==> src/rtl/tinyalu_if.sv <==
// tinyalu_if -- request/response bundle between the ALU driver and tinyalu.
//   A, B    : 8-bit unsigned operands (driver -> ALU)
//   op      : 3-bit opcode (driver -> ALU)
//   start   : request, held with A/B/op until done or abandonment (driver -> ALU)
//   done    : one-cycle completion pulse (ALU -> driver)
//   result  : 16-bit result, held until the next completion (ALU -> driver)
interface tinyalu_if;
  logic [7:0]  A;
  logic [7:0]  B;
  logic [2:0]  op;
  logic        start;
  logic        done;
  logic [15:0] result;

  modport master (output A, B, op, start, input done, result);
  modport slave  (input A, B, op, start, output done, result);
endinterface

==> src/rtl/tinyalu.sv <==
// tinyalu -- multi-cycle 8-bit ALU with a start/done handshake.
//   clk     : rising-edge clock
//   reset_n : asynchronous active-low reset, clears state and all registers
//   bus     : tinyalu_if.slave (A, B, op, start in; done, result out)
// add/and/xor complete on the accepting edge; mul latches its operands and
// finishes two edges later. RELEASE absorbs a held start so that each request
// produces exactly one done pulse.
module tinyalu (
  input  logic       clk,
  input  logic       reset_n,
  tinyalu_if.slave   bus
);

  localparam logic [2:0] OP_ADD = 3'b001;
  localparam logic [2:0] OP_AND = 3'b010;
  localparam logic [2:0] OP_XOR = 3'b011;
  localparam logic [2:0] OP_MUL = 3'b100;

  typedef enum logic [1:0] {IDLE, MUL1, MUL2, RELEASE} state_t;

  state_t      state;
  state_t      state_nxt;
  logic [7:0]  a_q;
  logic [7:0]  b_q;
  logic [15:0] prod;
  logic        ld_alu;
  logic        ld_mul;
  logic        ld_ops;
  logic        ld_prod;

  // Single-cycle ops on the live operands; results are zero-extended to 16 bits.
  function automatic logic [15:0] alu_fn(input logic [2:0] f,
                                         input logic [7:0] a,
                                         input logic [7:0] b);
    logic [15:0] r;
    r = 16'h0000;
    case (f)
      OP_ADD:  r = {8'h00, a} + {8'h00, b};
      OP_AND:  r = {8'h00, a & b};
      OP_XOR:  r = {8'h00, a ^ b};
      default: r = 16'h0000;
    endcase
    return r;
  endfunction

  always_comb begin
    state_nxt = state;
    ld_alu    = 1'b0;
    ld_mul    = 1'b0;
    ld_ops    = 1'b0;
    ld_prod   = 1'b0;
    case (state)
      IDLE: begin
        if (bus.start) begin
          case (bus.op)
            OP_ADD, OP_AND, OP_XOR: begin
              ld_alu    = 1'b1;
              state_nxt = RELEASE;
            end
            OP_MUL: begin
              ld_ops    = 1'b1;
              state_nxt = MUL1;
            end
            default: state_nxt = IDLE;  // no_op and illegal codes are ignored
          endcase
        end
      end
      MUL1: begin
        if (bus.start) begin
          ld_prod   = 1'b1;
          state_nxt = MUL2;
        end else begin
          state_nxt = IDLE;  // driver abandoned the multiply
        end
      end
      MUL2: begin
        if (bus.start) begin
          ld_mul    = 1'b1;
          state_nxt = RELEASE;
        end else begin
          state_nxt = IDLE;
        end
      end
      RELEASE: begin
        if (!bus.start) state_nxt = IDLE;
      end
      default: state_nxt = IDLE;
    endcase
  end

  always_ff @(posedge clk or negedge reset_n) begin
    if (!reset_n) begin
      state      <= IDLE;
      a_q        <= 8'h00;
      b_q        <= 8'h00;
      prod       <= 16'h0000;
      bus.done   <= 1'b0;
      bus.result <= 16'h0000;
    end else begin
      state    <= state_nxt;
      bus.done <= ld_alu | ld_mul;
      // Stage 0: operand capture at acceptance; later operand changes are ignored
      if (ld_ops) begin
        a_q <= bus.A;
        b_q <= bus.B;
      end
      // Stage 1: full 16-bit unsigned product
      if (ld_prod) prod <= {8'h00, a_q} * {8'h00, b_q};
      // Stage 2: result register, written only alongside a done pulse
      if (ld_alu)      bus.result <= alu_fn(bus.op, bus.A, bus.B);
      else if (ld_mul) bus.result <= prod;
    end
  end

endmodule

==> src/flat_wrapper.sv <==
// flat-port wrapper written by rule: the top's interface ports become plain ports
module tinyalu_flat 
  (clk, reset_n, bus_A, bus_B, bus_op, bus_start, bus_done, bus_result);
  tinyalu_if bus_i ();
  input  logic clk;
  input  logic reset_n;
  input wire logic [$bits(bus_i.A)-1:0] bus_A;
  input wire logic [$bits(bus_i.B)-1:0] bus_B;
  input wire logic [$bits(bus_i.op)-1:0] bus_op;
  input wire logic [$bits(bus_i.start)-1:0] bus_start;
  output wire logic [$bits(bus_i.done)-1:0] bus_done;
  output wire logic [$bits(bus_i.result)-1:0] bus_result;
  assign bus_i.A = bus_A;
  assign bus_i.B = bus_B;
  assign bus_i.op = bus_op;
  assign bus_i.start = bus_start;
  assign bus_done = bus_i.done;
  assign bus_result = bus_i.result;
  tinyalu u_core (.clk(clk), .reset_n(reset_n), .bus(bus_i));
endmodule
==> config.mk <==
export PLATFORM = sky130hd
export DESIGN_NAME = tinyalu_flat
export DESIGN_NICKNAME = d
export VERILOG_FILES = /design/src/rtl/tinyalu_if.sv /design/src/rtl/tinyalu.sv /design/src/flat_wrapper.sv
export SDC_FILE = /design/constraint.sdc
export NUM_CORES = 1
export LEC_CHECK = 0
export BUFFER_PORTS_ARGS = -buffer_cell sky130_fd_sc_hd__buf_4
export CAP_MARGIN = 10
export CORE_ASPECT_RATIO = 1.2
export CORE_MARGIN = 2
export CORE_UTILIZATION = 40
export DETAILED_ROUTE_END_ITERATION = 12
export PLACE_DENSITY = 0.54
export SYNTH_ARGS = -nofsm -noshare
export SYNTH_HDL_FRONTEND = slang
export SYNTH_SLANG_ARGS = --single-unit
==> constraint.sdc <==
create_clock -name clk -period 5.4 [get_ports clk]
set_input_delay 0.27 -clock clk [delete_from_list [all_inputs] [get_ports clk]]
set_output_delay 0.27 -clock clk [all_outputs]
set_load 0.005 [all_outputs]
* After elaboration in Yosys (flattened, before gate mapping)
Cells that the tools add are included.
Storage, ports and cells: memories kept 0, memory bits (read-only) 0, memory bits (writable) 0, logic and storage cells 42, flip-flop bits (word level) 51, input bits 22, latch bits 0
Operators by class: multiplexer cells 18, $mul 1, bitwise gates (word level) 3, div/mod/pow operators 0, $add $sub $neg 1, reduce and logical (&&, ||, !) cells 4, magnitude comparators 0, shifts and indexed selects 0, equality and inequality tests 9
Operators with widths (number):
- one-hot mux 16 bit (3 select lines) | 1
- two-way mux 16 bit | 2
- multiplier 8 x 8 -> 16 bit | 1
- adder 8 x 8 -> 9 bit | 1
- two-way mux 1 bit | 9
- bitwise AND 8 bit | 1
- two-way mux 2 bit | 4
- one-hot mux 2 bit (4 select lines) | 1
- bitwise XOR 8 bit | 1
- == test 3 x 2 -> 1 bit (second input constant) | 2
- == test 2 bit (second input constant) | 2
- != test 2 bit (second input constant) | 2
- one-hot mux 2 bit (2 select lines) | 1
- == test 3 x 1 -> 1 bit (second input constant) | 1
- == test 3 bit (second input constant) | 1
- OR reduction 3 bit | 1
- == test 2 x 1 -> 1 bit (second input constant) | 1
- logical NOT 2 bit | 1
- AND reduction 2 bit | 1
- nonzero test 2 bit | 1
- OR 1 bit | 1

* Longest topological paths before layout
Gate-level depths: netlist of run 1.
depth after elaboration 6, gate-level depth with buffers 17, mapped depth without buffers 16

* Worst setup path before layout of run 1
No wires, ideal clock.
path type register -> register, start reg u_core.a_q[2], end reg u_core.prod[12], setup slack 1.408 ns, path buffers 0, data required time 5.264 ns, arrival time 3.856 ns, cell stages (with the launch flop) 15, clock period less this slack 3.992 ns, cells stage by stage dfrtp_1 -> and2_1 -> fa_1 -> fa_1 -> fa_1 -> inv_1 -> fa_1 -> inv_1 -> ha_1 -> a211oi_1 -> o211ai_1 -> nand2_1 -> o21a_1 -> xnor2_1 -> o21ai_0
On the way: cells in the longest elaborated chain, start to end 1
RTL lines:
- start: declaration | RTL line tinyalu.sv:23 | logic [7:0] a_q;
- start signal: assignment | RTL line tinyalu.sv:104 | a_q <= bus.A;
- multiplier 8 x 8 -> 16 bit | RTL line tinyalu.sv:108 | if (ld_prod) prod <= {8'h00, a_q} * {8'h00, b_q};
- end signal: assignment | RTL line tinyalu.sv:108
- end: declaration | RTL line tinyalu.sv:25 | logic [15:0] prod;
Every way passes these cells. A chain may end at the register's enable or synchronous reset.

* Final worst setup path of run 1
start reg u_core.a_q[2], end reg u_core.prod[14]
Same word-level chain as after synthesis.

==> results_dict.tcl, run 1 <==
set metrics [dict create \
    dominantRegCellSynth "sky130_fd_sc_hd__dfrtp_1" \
    detail_route.iter0.violations 139 \
    number_of_antenna_violations_at_the_first_check_in_global_routing 0 \
    endpoint_kind "register" \
    grt_setup_unrepaired "false" \
    areaGrowthSynthToFinish_pct 11.75 \
    number_of_nets_with_antenna_violations_after_routing 0 \
    std_cell_rows 42 \
    fp.coreArea_um2 11090 \
    gp_congestion 0.8842 \
    grt_use_total 0.1755 \
    synth_seq_area_share 0.2788 \
    drive_above_1_share 0.1400 \
    cp.required_ns 5.53 \
    min-delay-path-class "primary input to async pin" \
    final_min_period_over_clock_period 0.8054 \
    die_height_um 121.2 \
    syn_inst 475 \
    yosysUniqueCellTypes 49 \
    design.die.area_um2 12320 \
    clock_tree.htree_level_count 2 \
    timing.final.setup_violations 0 \
    synth_top_cells_by_area "sky130_fd_sc_hd__dfrtp_1 28%, sky130_fd_sc_hd__fa_1 16%, sky130_fd_sc_hd__ha_1 12%" \
    drt-pass1-iter-count 5 \
    crit_type "register to register" \
    detail_route.drc_violations 0 \
    final_util 0.4614 \
    initial_utilization 0.4129 \
    overall_via_count_from_detail_route 3336 \
    grt_ovf 0 \
    boundaryPins 39 \
    die_width_um 101.7 \
    grt_start_max_net_pins 52 \
    nNetsFinal 611 \
    clk_pin_slew_worst_paths_ns 0.06 \
    cts_root_buf "sky130_fd_sc_hd__clkbuf_16" \
    post_drt_via_cell_ratio 5.047 \
    power.ir.vdd_worst_v 0.0003456 \
    post-synth-top-area-fraction 0.2788 \
    tritoncts "done" \
    cts_setup_buffers 0 \
    slew-limit-headroom 0.3321 \
    number_of_nets_in_the_synthesized_netlist 578 \
    fmax_ghz 0.2299 \
    post_synth_edffs 0 \
    cts_inserted_buffers 5 \
    r2r-start "u_core.a_q[2]" \
    numPortBuffers 38 \
    number_of_pins_with_negative_max_slew_slack_in_the_final_report 0 \
    grt_first_pass_wirelength_um 16730 \
    cp-start-kind "register" \
    maximum_clock_path_buffer_count 2 \
    fin_worst_skew_ns 0.003297 \
    synth_largest_area_cell "sky130_fd_sc_hd__dfrtp_1" \
    cts_resized 0 \
    crit_arrival_ns 4.48 \
    hold_buffers 0 \
    cts.sinks 51 \
    synthesis.yosys.warnings 0 \
    worst_pin_slew_ns 0.9989 \
    cellPowerDensity_nw_per_um2 560.4 \
    wl_per_cell_um 15.06 \
    postSynthRegisterBits 51 \
    antenna_cells_inserted 0 \
    report.final.hold_viol_count 1 \
    clock_insertion_delay_worst_skew_ns 0.28 \
    violations "negative hold slack" \
    area_of_the_mapped_netlist_um2 4578 \
    run_status "finished, violations left" \
    worst_setup_path_startpoint "u_core.a_q[2]" \
    maxCapViolCount 0 \
    postSynth.asyncResetShare 1.000 \
    tns_ns 0 \
    timing.final.crit_period_ns 4.349 \
    whs_ns -0.0003691 \
    via_count_of_the_first_global_routing_pass 3267 \
    static-leakage-power_nw 2.503 \
    worst-path-max-fanout 9 \
    route.final.wire_length_um 9952 \
    syn_avg_cell_area_um2 9.638 \
    place_hpwl_um 8094 \
]
[final cells by class]
cell class	count	area, um2
inverter	53	203.9
fill	1088	5972
multi-input combinational	359	3025
timing repair buffer	38	285.3
clock inverter	1	7.507
tap	154	192.7
clock buffer	5	125.1
sequential	51	1276
[final timing paths]
check | to | slack [ns] | cells past startpoint
max in group asynchronous | u_core.b_q[2] | 4.94 | 1
hold reg to reg | u_core.prod[5] | 0.48 | 2
hold / removal | u_core.bus.result[12] | -0.0004 | 1
setup reg to reg | u_core.prod[14] | 1.05 | 14
setup / recovery | u_core.prod[14] | 1.05 | 14
min in group clk | u_core.state[0] | 0.22 | 2
[stage by stage]
step | setup slack (ns) | power (W) | hold WS (ns) | instance area [um2] | cells
2_1_floorplan | 1.408 | 0.002077 | -0.02559 | 4578 | 475
3_3_place_gp | 0.9737 | 0.002581 | 0.3398 | 4984 | 655
3_5_place_dp | 1.019 | 0.002591 | 0.3399 | 4984 | 655
4_1_cts | 0.9986 | 0.002915 | 0.02755 | 5116 | 661
5_1_grt | 0.7470 | 0.003237 | 0.05365 | 5116 | 661
6_report | 1.051 | 0.002867 | -0.0003691 | 5116 | 661
[power breakdown]
group          total (W)  leakage (nW)  switching, W  internal [W]
logic            0.00192          1.79       0.00107      0.000846
clock network   0.000294        0.0618      0.000127      0.000166
registers       0.000653         0.648      0.000143      0.000510
total            0.00287          2.50       0.00134       0.00152
[flip-flops by register name, indices dropped and copies added (netlist names)]
register           flops
u_core.b_q             8
u_core.bus.done        1
u_core.state           2
u_core.prod           16
u_core.bus.result     16
u_core.a_q             8
[critical path: stages, from the launching register on]
cell,delay (ns)
sky130_fd_sc_hd__dfrtp_1,0.49
sky130_fd_sc_hd__and2_1,0.23
sky130_fd_sc_hd__fa_1,0.53
sky130_fd_sc_hd__fa_1,0.52
sky130_fd_sc_hd__fa_1,0.55
sky130_fd_sc_hd__inv_1,0.05
sky130_fd_sc_hd__fa_1,0.52
sky130_fd_sc_hd__inv_1,0.04
sky130_fd_sc_hd__ha_1,0.37
sky130_fd_sc_hd__a211oi_1,0.26
sky130_fd_sc_hd__o211ai_1,0.15
sky130_fd_sc_hd__nand4_1,0.13
sky130_fd_sc_hd__o211ai_1,0.10
sky130_fd_sc_hd__xnor2_1,0.17
sky130_fd_sc_hd__o21ai_0,0.09
[Yosys cell counts (all sizes together) (7+ instances only)]
library cell,number
mux2,20
xnor2,7
inv,52
and2,51
ha,44
fa,37
dfrtp,51
a21oi,23
o21ai,31
xor2,10
nor2,22
nand2,53
buf,7
[placed cells by master, fill, tap and decap left out, types with 3 or more instances in the layout]
cell                        instances
sky130_fd_sc_hd__nand2_1           52
sky130_fd_sc_hd__inv_1             52
sky130_fd_sc_hd__and2_1            51
sky130_fd_sc_hd__dfrtp_1           51
sky130_fd_sc_hd__ha_1              44
sky130_fd_sc_hd__buf_4             38
sky130_fd_sc_hd__fa_1              37
sky130_fd_sc_hd__o21ai_0           28
sky130_fd_sc_hd__a21oi_1           23
sky130_fd_sc_hd__nor2_1            20
sky130_fd_sc_hd__mux2_2            20
sky130_fd_sc_hd__xor2_1            10
sky130_fd_sc_hd__xnor2_1            7
sky130_fd_sc_hd__nand2b_1           5
sky130_fd_sc_hd__nand3_1            5
sky130_fd_sc_hd__o211ai_1           5
sky130_fd_sc_hd__clkbuf_16          5
sky130_fd_sc_hd__o21a_1             4
sky130_fd_sc_hd__a211oi_1           4
sky130_fd_sc_hd__mux2i_1            4
sky130_fd_sc_hd__a22o_1             4
sky130_fd_sc_hd__o22ai_1            3
[routing by layer]
metal | GRT usage | share of wire | vias to the layer above
li1 | - | - | 1645
met1 | 0.2451 | 0.45 | 1611
met2 | 0.2804 | 0.50 | 67
met3 | 0.02304 | 0.027 | 13
met4 | 0.05828 | 0.019 | 0
met5 | 0 | 0 | -
[cell families (layout without fill, tap and decap cells)]
logic type / Yosys count / after routing / synth area share
AND/OR/NAND/NOR: 147 / 147 / 0.1664
AO/OA/AOI/OAI: 90 / 90 / 0.1219
adder cells (fa/ha/maj): 81 / 81 / 0.2820
buffers and inverters: 65 / 97 / 0.06040
flip-flops: 51 / 51 / 0.2788
multiplexers: 24 / 24 / 0.05794
XOR/XNOR: 17 / 17 / 0.03252
Power figures use the tool's default switching activity.
==> run 2, diff against run 1 <==
Clock period 5.4 ns to 4.15 ns, I/O delays scaled along.
==> run 2 against run 1 <==
The flow now finishes without violations. Clock-buffer cell count up 1. Via count increased by 3.3%. Global-route usage barely moved. Design area grew 7.9%. Total power increased by 62%. Core utilization up 3.6 points. Fmax grew 8.6%. Critical path depth unchanged.
==> results_dict.tcl, run 2 (synthesis gave the netlist of run 1 again) <==
set metrics [dict create \
    run_status "completed" \
    numPortBuffers 38 \
    report.final.hold_viol_count 0 \
    critical-path-top-cell-by-count "sky130_fd_sc_hd__fa_1" \
    gp_congestion 0.8492 \
    design.die.area_um2 12320 \
    cp.required_ns 4.28 \
    largest_registers "u_core.bus.result (16), u_core.prod (16)" \
    nNetsFinal 642 \
    place_hpwl_um 8593 \
    drive_above_1_share 0.2519 \
    detail_route.drc_violations 0 \
    route.final.wire_length_um 10560 \
    mostFrequentLayoutCells "68 x sky130_fd_sc_hd__buf_4, 51 x sky130_fd_sc_hd__nand2_1, 49 x sky130_fd_sc_hd__inv_1" \
    endpoint_kind "register" \
    grt_setup_unrepaired "true" \
    crit_type "register to register" \
    tns_ns 0 \
    number_of_nets_with_antenna_violations_after_routing 0 \
    timing.final.crit_period_ns 4.005 \
    p_sw_w 0.002062 \
    clk_pin_slew_worst_paths_ns 0.07 \
    detail_route.iter0.violations 135 \
    worst_pin_slew_ns 0.9917 \
    overall_via_count_from_detail_route 3445 \
    timing.final.setup_violations 0 \
    layout.cells.most_common "sky130_fd_sc_hd__buf_4" \
    placement_setup_slack_ns -0.07994 \
    maximum_clock_path_buffer_count 2 \
    detailed_place.area_um2 5141 \
    cellPowerDensity_nw_per_um2 840.4 \
    grt_use_total 0.1759 \
    number_of_antenna_violations_at_the_first_check_in_global_routing 0 \
    cts.sinks 51 \
    max_stage_delay_ns 0.55 \
    fin_worst_skew_ns 0.008298 \
    slew-limit-headroom 0.3339 \
    power.share.combinational 0.736 \
    tritoncts "done" \
    cell_internal_pwr_w 0.002576 \
    maxCapViolCount 0 \
    clock_tree.htree_level_count 2 \
    min-delay-path-class "primary input to register" \
    cp-start-kind "register" \
    design_area_um2 5519 \
    boundaryPins 39 \
    worstPathCellList "and2_4, fa_2, fa_1, inv_1, fa_1, fa_1, inv_1, ha_4, o211ai_1, a21oi_2, nor2_1, buf_4, xor2_1, o21ai_0" \
    number_of_pins_with_negative_max_slew_slack_in_the_final_report 0 \
    cts_root_buf "sky130_fd_sc_hd__clkbuf_16" \
    final_min_period_over_clock_period 0.9650 \
    antenna_cells_inserted 0 \
    via_count_of_the_first_global_routing_pass 3344 \
    drt-pass1-iter-count 4 \
    power.switching_fraction 0.4447 \
    areaGrowthSynthToFinish_pct 20.55 \
    seq_power_share 0.176 \
    fp.coreArea_um2 11090 \
    fmax_ghz 0.2497 \
    grt_start_max_net_pins 52 \
    crit_family "adder cells" \
    power_frac_clock 0.088 \
    grt_ovf 0 \
    nFillCells 1046 \
    clock_insertion_delay_worst_skew_ns 0.29 \
    std_cell_rows 42 \
    whs_ns 0.1489 \
    timing.final.ws_setup_ns 0.1453 \
    worst-path-max-fanout 7 \
    post_drt_via_cell_ratio 4.964 \
    final_util 0.4977 \
    power.ir.vdd_worst_v 0.0005180 \
    grt_first_pass_wirelength_um 17040 \
    die_width_um 101.7 \
    path_buf_inv 3 \
    cts_inserted_buffers 5 \
    die_height_um 121.2 \
    initial_utilization 0.4129 \
    wl_per_cell_um 15.22 \
    static-leakage-power_nw 2.665 \
    crit_arrival_ns 4.14 \
    timing.critical_path.slowest_stage_cell "sky130_fd_sc_hd__fa_1" \
]
run 2: cell count changes in the layout (fill, tap and decap cells not counted), sizes merged:
| cell | delta |
|---|---|
| clkinv | +1 |
| dlygate4sd3 | +1 |
| clkbuf | +1 |
| buf | +30 |
run 2: layout make-up:
type | count | area, um2 | share of cell area
clock buffers | 6 | 128.9 | 0.02335
clock inverters | 2 | 12.51 | 0.002267
inverters | 53 | 203.9 | 0.03695
multi-input cells | 359 | 3176 | 0.5754
flip-flops and latches | 51 | 1285 | 0.2328
well taps | 154 | 192.7 | 0.03491
repair buffers | 69 | 520.5 | 0.09431
run 2: worst paths after layout:
path	from	endpoint	slack [ns]	cells past startpoint
setup / recovery	u_core.b_q[4]	u_core.prod[9]	0.15	14
hold / removal	bus_start	u_core.state[0]	0.15	2
setup reg to reg	u_core.b_q[4]	u_core.prod[9]	0.15	14
hold reg to reg	u_core.bus.result[3]	u_core.bus.result[3]	0.48	2
max in group asynchronous	reset_n	u_core.a_q[3]	3.16	2
min in group asynchronous	reset_n	u_core.bus.result[12]	0.47	2
run 2: what timing repair did:
action,4_1_cts,5_1_grt
buffers inserted,4,5
resized for setup,8,32
setup endpoints to repair,5,8
pin swaps,2,31
endpoints found under the hold margin,51,0
hold buffers,1,0
run 2: layer usage:
metal,up-vias,track usage,part of all wire
met3,18,0.01843,0.020
met4,0,0.04054,0.017
li1,1703,-,-
met1,1669,0.2435,0.46
met2,55,0.2948,0.51
met5,-,0,0
run 2: per-stage QoR:
| step | total power [W] | cells |
|---|---|---|
| final | 0.004638 | 694 |
| after global routing | 0.005146 | 694 |
| after CTS | 0.004270 | 689 |
| after detailed placement | 0.003663 | 676 |
| after global placement | 0.003628 | 676 |
| after floorplan | 0.002703 | 475 |
run 2: power by group through the flow:
stage	Combinational [W]	Sequential (W)	Clock (W)
finish	0.00341	0.000817	0.000408
global route	0.00387	0.000841	0.000436
CTS	0.00304	0.000815	0.000412
detailed placement	0.00284	0.000826	0
global placement	0.00281	0.000818	0
floorplan	0.00192	0.000785	0
